### config.mk
export PLATFORM = sky130hd
export DESIGN_NAME = hex_display_mux_flat
export DESIGN_NICKNAME = d
export VERILOG_FILES = /design/src/rtl/hex_display_mux_if.sv /design/src/rtl/hex_display_mux.sv /design/src/flat_wrapper.sv
export SDC_FILE = /design/constraint.sdc
export NUM_CORES = 1
export LEC_CHECK = 0
export ABC_AREA = 1
export CORE_ASPECT_RATIO = 0.6
export CORE_MARGIN = 5
export CORE_UTILIZATION = 50
export DETAILED_ROUTE_END_ITERATION = 8
export HOLD_SLACK_MARGIN = 0.08
export PLACE_DENSITY_LB_ADDON = 0.05
export SLEW_MARGIN = 40
export SYNTH_ARGS = -nofsm -noshare
export SYNTH_HDL_FRONTEND = slang
export SYNTH_SLANG_ARGS = --single-unit
### constraint.sdc
create_clock -name clk -period 6 [get_ports clk]
set_input_delay 1.2 -clock clk [delete_from_list [all_inputs] [get_ports clk]]
set_output_delay 1.2 -clock clk [all_outputs]
set_load 0.01 [all_outputs]
### src/rtl/hex_display_mux_if.sv
// Load channel for hex_display_mux: digit nibbles, decimal points and
// leading-zero blanking enable, transferred by a valid/ready handshake.
interface hex_display_mux_if #(
    parameter int NUM_DIGITS = 8
);
    logic [4*NUM_DIGITS-1:0] i_data;
    logic [NUM_DIGITS-1:0]   i_dp;
    logic                    i_blank_lz;
    logic                    i_valid;
    logic                    o_ready;

    modport master (
        output i_data,
        output i_dp,
        output i_blank_lz,
        output i_valid,
        input  o_ready
    );

    modport slave (
        input  i_data,
        input  i_dp,
        input  i_blank_lz,
        input  i_valid,
        output o_ready
    );
endinterface

### src/rtl/hex_display_mux.sv
// N-digit time-multiplexed 7-segment driver with one-deep load buffer,
// tear-free update at frame boundaries, decimal points, leading-zero
// blanking, PWM brightness and configurable output polarity.
module hex_display_mux #(
    parameter int NUM_DIGITS       = 8,
    parameter int DIV_WIDTH        = 14,
    parameter int BRIGHT_WIDTH     = 4,
    parameter bit ANODE_ACTIVE_LOW = 1'b1,
    parameter bit SEG_ACTIVE_LOW   = 1'b0
) (
    input  logic                    clk,
    input  logic                    rst_n,
    hex_display_mux_if.slave        load,
    input  logic [BRIGHT_WIDTH-1:0] i_brightness,
    output logic [NUM_DIGITS-1:0]   o_anodes,
    output logic [7:0]              o_segments,
    output logic                    o_frame
);
    localparam int IDX_W = (NUM_DIGITS > 1) ? $clog2(NUM_DIGITS) : 1;
    localparam logic [IDX_W-1:0]      IDX_LAST  = IDX_W'(NUM_DIGITS - 1);
    localparam logic [NUM_DIGITS-1:0] ANODE_OFF = {NUM_DIGITS{ANODE_ACTIVE_LOW}};
    localparam logic [7:0]            SEG_OFF   = {8{SEG_ACTIVE_LOW}};

    logic [DIV_WIDTH-1:0]    cnt;
    logic [IDX_W-1:0]        idx;
    logic                    tick;
    logic                    boundary;
    logic [BRIGHT_WIDTH-1:0] phase;
    logic                    anode_on;

    logic [4*NUM_DIGITS-1:0] disp_data, pend_data;
    logic [NUM_DIGITS-1:0]   disp_dp, pend_dp;
    logic                    disp_blank, pend_blank;
    logic                    pend_valid;
    logic                    accept;

    logic [3:0]              cur_nib;
    logic                    cur_dp;
    logic                    cur_blank;
    logic [NUM_DIGITS-1:0]   anode_act;
    logic [7:0]              seg_act;

    assign tick         = &cnt;
    assign boundary     = tick && (idx == IDX_LAST);
    assign phase        = cnt[DIV_WIDTH-1 -: BRIGHT_WIDTH];
    assign anode_on     = phase < i_brightness;
    assign load.o_ready = !pend_valid;
    assign accept       = load.i_valid && !pend_valid;

    function automatic logic [7:0] seg_encode(input logic [3:0] nib);
        logic [7:0] s;
        case (nib)
            4'h0: s = 8'hFC;
            4'h1: s = 8'h60;
            4'h2: s = 8'hDA;
            4'h3: s = 8'hF2;
            4'h4: s = 8'h66;
            4'h5: s = 8'hB6;
            4'h6: s = 8'hBE;
            4'h7: s = 8'hE0;
            4'h8: s = 8'hFE;
            4'h9: s = 8'hF6;
            4'hA: s = 8'hEE;
            4'hB: s = 8'h3E;
            4'hC: s = 8'h9C;
            4'hD: s = 8'h7A;
            4'hE: s = 8'h9E;
            default: s = 8'h8E;
        endcase
        return s;
    endfunction

    // Free-running prescaler and digit index stepping once per slot
    always_ff @(posedge clk or negedge rst_n) begin
        if (!rst_n) begin
            cnt <= '0;
            idx <= '0;
        end else begin
            cnt <= cnt + DIV_WIDTH'(1);
            if (tick) begin
                idx <= (idx == IDX_LAST) ? '0 : idx + IDX_W'(1);
            end
        end
    end

    // One-deep load buffer; display registers only change at a frame boundary
    always_ff @(posedge clk or negedge rst_n) begin
        if (!rst_n) begin
            disp_data  <= '0;
            disp_dp    <= '0;
            disp_blank <= 1'b0;
            pend_data  <= '0;
            pend_dp    <= '0;
            pend_blank <= 1'b0;
            pend_valid <= 1'b0;
        end else if (boundary && pend_valid) begin
            disp_data  <= pend_data;
            disp_dp    <= pend_dp;
            disp_blank <= pend_blank;
            pend_valid <= 1'b0;
        end else if (accept) begin
            // An accept coinciding with a boundary lands here too, so it
            // waits for the following boundary instead of tearing this one.
            pend_data  <= load.i_data;
            pend_dp    <= load.i_dp;
            pend_blank <= load.i_blank_lz;
            pend_valid <= 1'b1;
        end
    end

    // Select current digit, track leading zeros from the top digit down, build anode vector
    always_comb begin : digit_select
        int unsigned k;
        logic        lead_zero;
        k         = 0;
        lead_zero = 1'b1;
        cur_nib   = '0;
        cur_dp    = 1'b0;
        cur_blank = 1'b0;
        anode_act = '0;
        for (int unsigned n = 0; n < NUM_DIGITS; n++) begin
            k         = NUM_DIGITS - 1 - n;
            lead_zero = lead_zero && (disp_data[4*k +: 4] == 4'h0);
            if (idx == IDX_W'(k)) begin
                cur_nib      = disp_data[4*k +: 4];
                cur_dp       = disp_dp[k];
                cur_blank    = disp_blank && lead_zero && (k != 0);
                anode_act[k] = anode_on;
            end
        end
        seg_act = (cur_blank ? 8'h00 : seg_encode(cur_nib)) | {7'b0, cur_dp};
    end

    // Registered pin drivers with polarity applied
    always_ff @(posedge clk or negedge rst_n) begin
        if (!rst_n) begin
            o_anodes   <= ANODE_OFF;
            o_segments <= SEG_OFF;
            o_frame    <= 1'b0;
        end else begin
            o_anodes   <= anode_act ^ ANODE_OFF;
            o_segments <= seg_act ^ SEG_OFF;
            o_frame    <= boundary;
        end
    end
endmodule
### src/flat_wrapper.sv
// flat-port wrapper written by rule: the top's interface ports become plain ports
module hex_display_mux_flat 
#(
    parameter int NUM_DIGITS       = 8,
    parameter int DIV_WIDTH        = 14,
    parameter int BRIGHT_WIDTH     = 4,
    parameter bit ANODE_ACTIVE_LOW = 1'b1,
    parameter bit SEG_ACTIVE_LOW   = 1'b0
)
  (clk, rst_n, i_brightness, o_anodes, o_segments, o_frame, load_i_data, load_i_dp, load_i_blank_lz, load_i_valid, load_o_ready);
  hex_display_mux_if #(.NUM_DIGITS(NUM_DIGITS)) load_i ();
  input  logic clk;
  input  logic rst_n;
  input  logic [BRIGHT_WIDTH-1:0] i_brightness;
  output logic [NUM_DIGITS-1:0] o_anodes;
  output logic [7:0] o_segments;
  output logic o_frame;
  input wire logic [$bits(load_i.i_data)-1:0] load_i_data;
  input wire logic [$bits(load_i.i_dp)-1:0] load_i_dp;
  input wire logic [$bits(load_i.i_blank_lz)-1:0] load_i_blank_lz;
  input wire logic [$bits(load_i.i_valid)-1:0] load_i_valid;
  output wire logic [$bits(load_i.o_ready)-1:0] load_o_ready;
  assign load_i.i_data = load_i_data;
  assign load_i.i_dp = load_i_dp;
  assign load_i.i_blank_lz = load_i_blank_lz;
  assign load_i.i_valid = load_i_valid;
  assign load_o_ready = load_i.o_ready;
  hex_display_mux #(.NUM_DIGITS(NUM_DIGITS), .DIV_WIDTH(DIV_WIDTH), .BRIGHT_WIDTH(BRIGHT_WIDTH), .ANODE_ACTIVE_LOW(ANODE_ACTIVE_LOW), .SEG_ACTIVE_LOW(SEG_ACTIVE_LOW)) u_core (.clk(clk), .rst_n(rst_n), .load(load_i), .i_brightness(i_brightness), .o_anodes(o_anodes), .o_segments(o_segments), .o_frame(o_frame));
endmodule
==> impl_metrics.toml, run 1 <==
[sta]
fin_worst_skew_ns = 0.00819
setup_tns_ns = 0
finalSetupViolations = 0
slew_headroom_pct = 46.8
timing.final.ws_setup_ns = 3.26
hold_viol = 0
fmax_ghz = 0.365
period_needed_ns = 2.74
drv_slew = 0
rsz0062_at_grt = "no"
worstMarginPinSlew_ns = 0.798
period_share_pct = 45.7

[layout]
layoutNonFillerInstCount = 843
antennaDiodeCount = 0
drive_above_1_share_pct = 11.8
mostFrequentLayoutCell = "nand2_1"
stdcell_area_um2 = 6820
syn_to_final_growth_pct = 24.2
final_cell_mix = "135 x nand2_1, 109 x dfrtp_1, 87 x inv_1"
final_net_count = 756
register_area_um2 = 2940
postLayoutCoreUtil_pct = 64.1
multi_input_area_um2 = 2080
n_fill_cell = 902

[logic_synthesis]
syn-num-nets = 689
netlist_area_um2 = 5490
synthTopCellsByArea = "dfrtp_1 50%, nand2_1 9.3%, inv_1 5.9%"
postSynthAreaPerCell_um2 = 8.78
yosys_register_bits = 117
synthCells = 625
yosysSeqAreaShare_pct = 53.5
yosysWarnings = 0
synth_top_area_share_pct = 49.7
synth.distinct_cells = 33
yosysTopAreaCell = "dfrtp_1"

[power]
pwr-share-seq_pct = 42.1
switchingPower_mw = 0.400
pwr-share-clk_pct = 53.1
ir_drop_mv = 0.234
leakage_nw = 3.44
p_per_area_nw_per_um2 = 289
p_int_mw = 1.57
p_comb_share_pct = 4.8
netSwitchingFraction_pct = 20.3

[cts]
numCtsBuffers = 17
clockRootBuffer = "clkbuf_16"
clk_latency_ns = 0.40
cts_setup_buffers = 0
cts_tree = "built"
ctsHtreeMaxLevel = 4
clockBufferDepth = 2
cts.clk_slew.worst_paths_ns = 0.05
cts.sinks = 117
cts_resized = 0
holdBufCountCts = 0

[setup_path]
r2r_cells = 13
reg2reg_to = "u_core.o_segments[4]"
worstReg2RegStart = "u_core.idx[1]"
start_kind = "register"
worstPathArrival_ns = 3.07
cp.required_ns = 6.33
critPathLaunch = "u_core.idx[1]"
end_kind = "register"
crit_fanout = 8
path_class = "reg2reg"
reg2reg_slack_ns = 3.26

[detailed_routing]
detail-route-antenna-nets = 0
viasPerCell = 4.91
wire_per_inst_um = 13.4
drcViolationCount = 0
drtIter0Drc = 239
first_pass_iters = 4
dr_total_vias = 4137
wl_mm = 11.3

[outcome]
status = "finished, final reports clean"

[global_routing]
grt_max_degree = 83
grt_usage_pct = 18.0
grt_overflow = 0
grt_pass1_vias = 4036
antenna_found_initial = 1
grt_pass1_wl_mm = 19.4

[place]
place_area_um2 = 6190
gp_congestion = 0.893
dp.cells = 812
dp_hpwl_mm = 8.00
port_buffers = 65
dp_worst_setup_slack_ns = 3.01

[die]
die_h_um = 91.2
ios = 66
start_util_pct = 51.6
die-area_um2 = 13200
coreArea_um2 = 10600
rows = 29
die_w_um = 145

[job]
cap_violations = 0

[hold_path]
hold_path_depth = 1
hold_class = "reg2reg"
whs_endpoint = "u_core.cnt[0]"
hold_start = "u_core.cnt[0]"
## area by class of cell
type / instances / share of cell area, %
flip-flops and latches: 117 / 43.1
multi-input cells: 400 / 30.5
repair buffers: 68 / 9.89
clock buffers: 24 / 7.36
inverters: 88 / 4.84
well taps: 139 / 2.55
clock inverters: 7 / 1.74
## synthesized netlist by cell type, drive strengths merged
| cell type | n |
|---|---|
| nand2 | 139 |
| dfrtp | 109 |
| inv | 87 |
| nor2 | 76 |
| a21oi | 58 |
| o21ai | 52 |
| nand3 | 27 |
| ha | 16 |
| buf | 11 |
| clkbuf | 9 |
| dfstp | 8 |
| xor2 | 7 |
| nor3 | 5 |
| xnor2 | 5 |
| nand4 | 4 |
| a31oi | 2 |
| nor3b | 2 |
| o211ai | 2 |
| or2 | 2 |
| a21o | 1 |
| clkinv | 1 |
| nand3b | 1 |
| o22ai | 1 |
## worst max path at each step
stage,slack [ns],cells past startpoint,to
detailed placement,3.01,8,u_core.o_anodes[6]
global route,2.98,13,u_core.o_segments[4]
floorplan,3.73,7,u_core.o_anodes[0]
global placement,3.13,8,u_core.o_anodes[5]
finish,3.26,13,u_core.o_segments[4]
CTS,3.29,13,u_core.o_segments[4]
## sequential cells by signal, summed over array words and instances, names as in the netlist
signal / cells
u_core.disp_data: 32
u_core.pend_data: 32
u_core.cnt: 14
u_core.disp_dp: 8
u_core.o_anodes: 8
u_core.o_segments: 8
u_core.pend_dp: 8
u_core.idx: 3
u_core.disp_blank: 1
u_core.o_frame: 1
u_core.pend_blank: 1
u_core.pend_valid: 1
## routing by layer
| metal | routed length, um | GRT usage [%] | part of all wire (%) | up-vias |
|---|---|---|---|---|
| met5 | 0 | 0 | 0 | - |
| li1 | - | - | - | 2101 |
| met2 | 4500 | 24.3 | 40 | 105 |
| met4 | 95 | 5.59 | 0.84 | 0 |
| met3 | 636 | 5.52 | 5.6 | 8 |
| met1 | 6040 | 27.4 | 54 | 1923 |
## power groups by stage
stage | Clock (mW) | Combinational (mW) | Sequential, mW
after floorplan | 0 | 0.0386 | 0.842
after global placement | 0 | 0.0931 | 0.843
after detailed placement | 0 | 0.0956 | 0.843
after CTS | 1.06 | 0.0961 | 0.830
after global routing | 1.10 | 0.108 | 0.833
final | 1.05 | 0.0939 | 0.830
## critical path: stages, from the launching register on
cell	delay, ns
dfrtp_1	0.42
inv_1	0.11
ha_1	0.20
inv_1	0.08
nor2_2	0.29
inv_1	0.16
o21ai_0	0.20
inv_1	0.08
a21oi_1	0.38
ha_1	0.30
nand3b_1	0.18
nand3_1	0.11
nand2_1	0.06
nor2_1	0.09
## logic make-up (layout without fill, tap and decap cells)
family | Yosys count | in the layout | share of synthesized area, %
adders and majority gates | 16 | 16 | 3.65
AOI/OAI and AO/OA | 116 | 116 | 12.9
DFF | 117 | 117 | 53.5
buffers and inverters | 108 | 187 | 8.59
xor gates and xnor gates | 12 | 12 | 1.91
and+or+nand+nor | 256 | 256 | 19.4
## metrics by stage
stage / hold WS (ns) / power, mW
global placement: 0.437 / 0.936
floorplan: 0.421 / 0.881
CTS: 0.459 / 1.98
detailed placement: 0.451 / 0.939
global route: 0.463 / 2.04
finish: 0.453 / 1.97
Note: power is estimated with default switching activity, not from simulation.
==> run 2: changes to the inputs <==
- clock period: 6 -> 2.6 ns (I/O delays scaled with it)
==> impl_metrics.toml, run 2 (synthesis gave the netlist of run 1 again) <==
[layout]
syn_to_final_growth_pct = 26.5
top_regs = "u_core.disp_data x32, u_core.pend_data x32, u_core.cnt x14"
postLayoutCoreUtil_pct = 65.3
final_cell_mix = "133 x nand2_1, 108 x dfrtp_1, 87 x inv_1"
final_net_count = 762
antennaDiodeCount = 0
mostFrequentLayoutCell = "nand2_1"
drive_above_1_share_pct = 14.1

[setup_path]
cp.required_ns = 2.94
end_kind = "register"
cp_cell_sequence = "ha_1, ha_2, inv_1, nand2_1, a21oi_1, nand2_1, nand2_1, nand2_1, nand2_2, inv_1, ha_1, nand3b_1, nand3_1, nand2_1, nor2_1"
crit_path_max_incr_delay_ns = 0.41
worstPathArrival_ns = 2.73
path_class = "reg2reg"
path_common_cell = "nand2_1"
path_buf_inv = 2
worstReg2RegStart = "u_core.idx[1]"
cpLargestDelayFamily = "simple AND/OR/NAND/NOR gates"
reg2reg_slack_ns = 0.21
start_kind = "register"
crit_fanout = 6
critPathLaunch = "u_core.idx[1]"
slowest_stage = "dfrtp_1"

[cts]
clockBufferDepth = 2
clockRootBuffer = "clkbuf_16"
cts.sinks = 117
ctsHtreeMaxLevel = 4
cts_setup_buffers = 0
numCtsBuffers = 17
holdBufCountCts = 0
clk_latency_ns = 0.42
cts.clk_slew.worst_paths_ns = 0.06
cts_tree = "built"

[sta]
timing.final.ws_setup_ns = 0.214
fin_worst_skew_ns = 0.00986
drv_slew = 0
period_share_pct = 91.8
fmax_ghz = 0.419
worstMarginPinSlew_ns = 0.561
period_needed_ns = 2.39
finalSetupViolations = 0
fin_hold_ws_ns = 0.0808
hold_viol = 0
slew_headroom_pct = 62.3

[power]
ir_drop_mv = 0.664
p_per_area_nw_per_um2 = 666
leakage_nw = 3.49
power_mw = 4.62

[place]
gp_congestion = 0.868
dp_hpwl_mm = 8.30
port_buffers = 65
dp_worst_setup_slack_ns = 0.107

[global_routing]
grt_max_degree = 84
use_met1_pct = 28.9
grt_overflow = 0
grt_pass1_wl_mm = 20.1
met3_usage_pct = 6.07
grt_usage_pct = 18.7
met2_usage_pct = 24.0
antenna_found_initial = 1
top_usage_layer = "met1"
grt_pass1_vias = 4101

[detailed_routing]
viasPerCell = 4.89
dr_total_vias = 4159
detail-route-antenna-nets = 0
first_pass_iters = 6
drtIter0Drc = 199
drcViolationCount = 0
wire_per_inst_um = 13.7
wl_mm = 11.6

[die]
coreArea_um2 = 10600
die_w_um = 145
die-area_um2 = 13200
ios = 66
start_util_pct = 51.6
die_h_um = 91.2
rows = 29

[job]
cap_violations = 0

[outcome]
status = "finished, final reports clean"

[hold_path]
hold_class = "in2async"
[run 2: changes by cell type in the layout (fill, tap and decap cells not counted), moves of 2 or more]
cell      delta
a21oi_1      -2
a21oi_2      +2
buf_12       +4
buf_4        +3
clkbuf_8     -5
clkinv_4     +4
ha_1         -3
ha_2         +3
inv_6        +2
nand2_1      -2
nand2_2      +2
[run 2: per-stage QoR]
| stage | instances | area, um^2 | setup TNS (ns) |
|---|---|---|---|
| 6_report | 850 | 6940 | 0 |
| 5_1_grt | 850 | 6940 | -0.00703 |
| 4_1_cts | 850 | 6920 | 0 |
| 3_5_place_dp | 818 | 6290 | 0 |
| 3_3_place_gp | 818 | 6290 | 0 |
| 2_1_floorplan | 625 | 5490 | 0 |
[run 2: layer usage]
layer	wire length, um	part of all wire [%]
met5	0	0
met4	192	1.7
met3	730	6.3
met2	4590	39
met1	6120	53
[run 2: repair_timing]
action,in CTS,in global routing
gates resized for setup,0,9
hold endpoints to repair,0,0
endpoints found under the setup margin,0,7
[run 2: worst paths after layout]
| check | end | depth (start not counted) |
|---|---|---|
| min reg2reg | u_core.cnt[0] | 1 |
| max | u_core.o_segments[4] | 15 |
| max in group asynchronous | u_core.o_anodes[2] | 2 |
| min in group clk | u_core.cnt[0] | 1 |
| min | u_core.pend_data[29] | 1 |
| max reg2reg | u_core.o_segments[4] | 15 |
[run 2: report_power, final]
| group | internal [mW] | total, mW | switching [mW] |
|---|---|---|---|
| registers | 1.90 | 1.92 | 0.0190 |
| clock network | 1.61 | 2.48 | 0.871 |
| logic | 0.103 | 0.223 | 0.120 |
[run 2: area by class of cell]
type / instances / area (um^2)
Timing Repair Buffer: 74 / 766
Clock buffer: 18 / 429
Multi-Input combinational cell: 400 / 2100
Inverter: 88 / 330
Tap cell: 139 / 174
Sequential cell: 117 / 2940
Clock inverter: 14 / 201
Fill cell: 893 / 3690
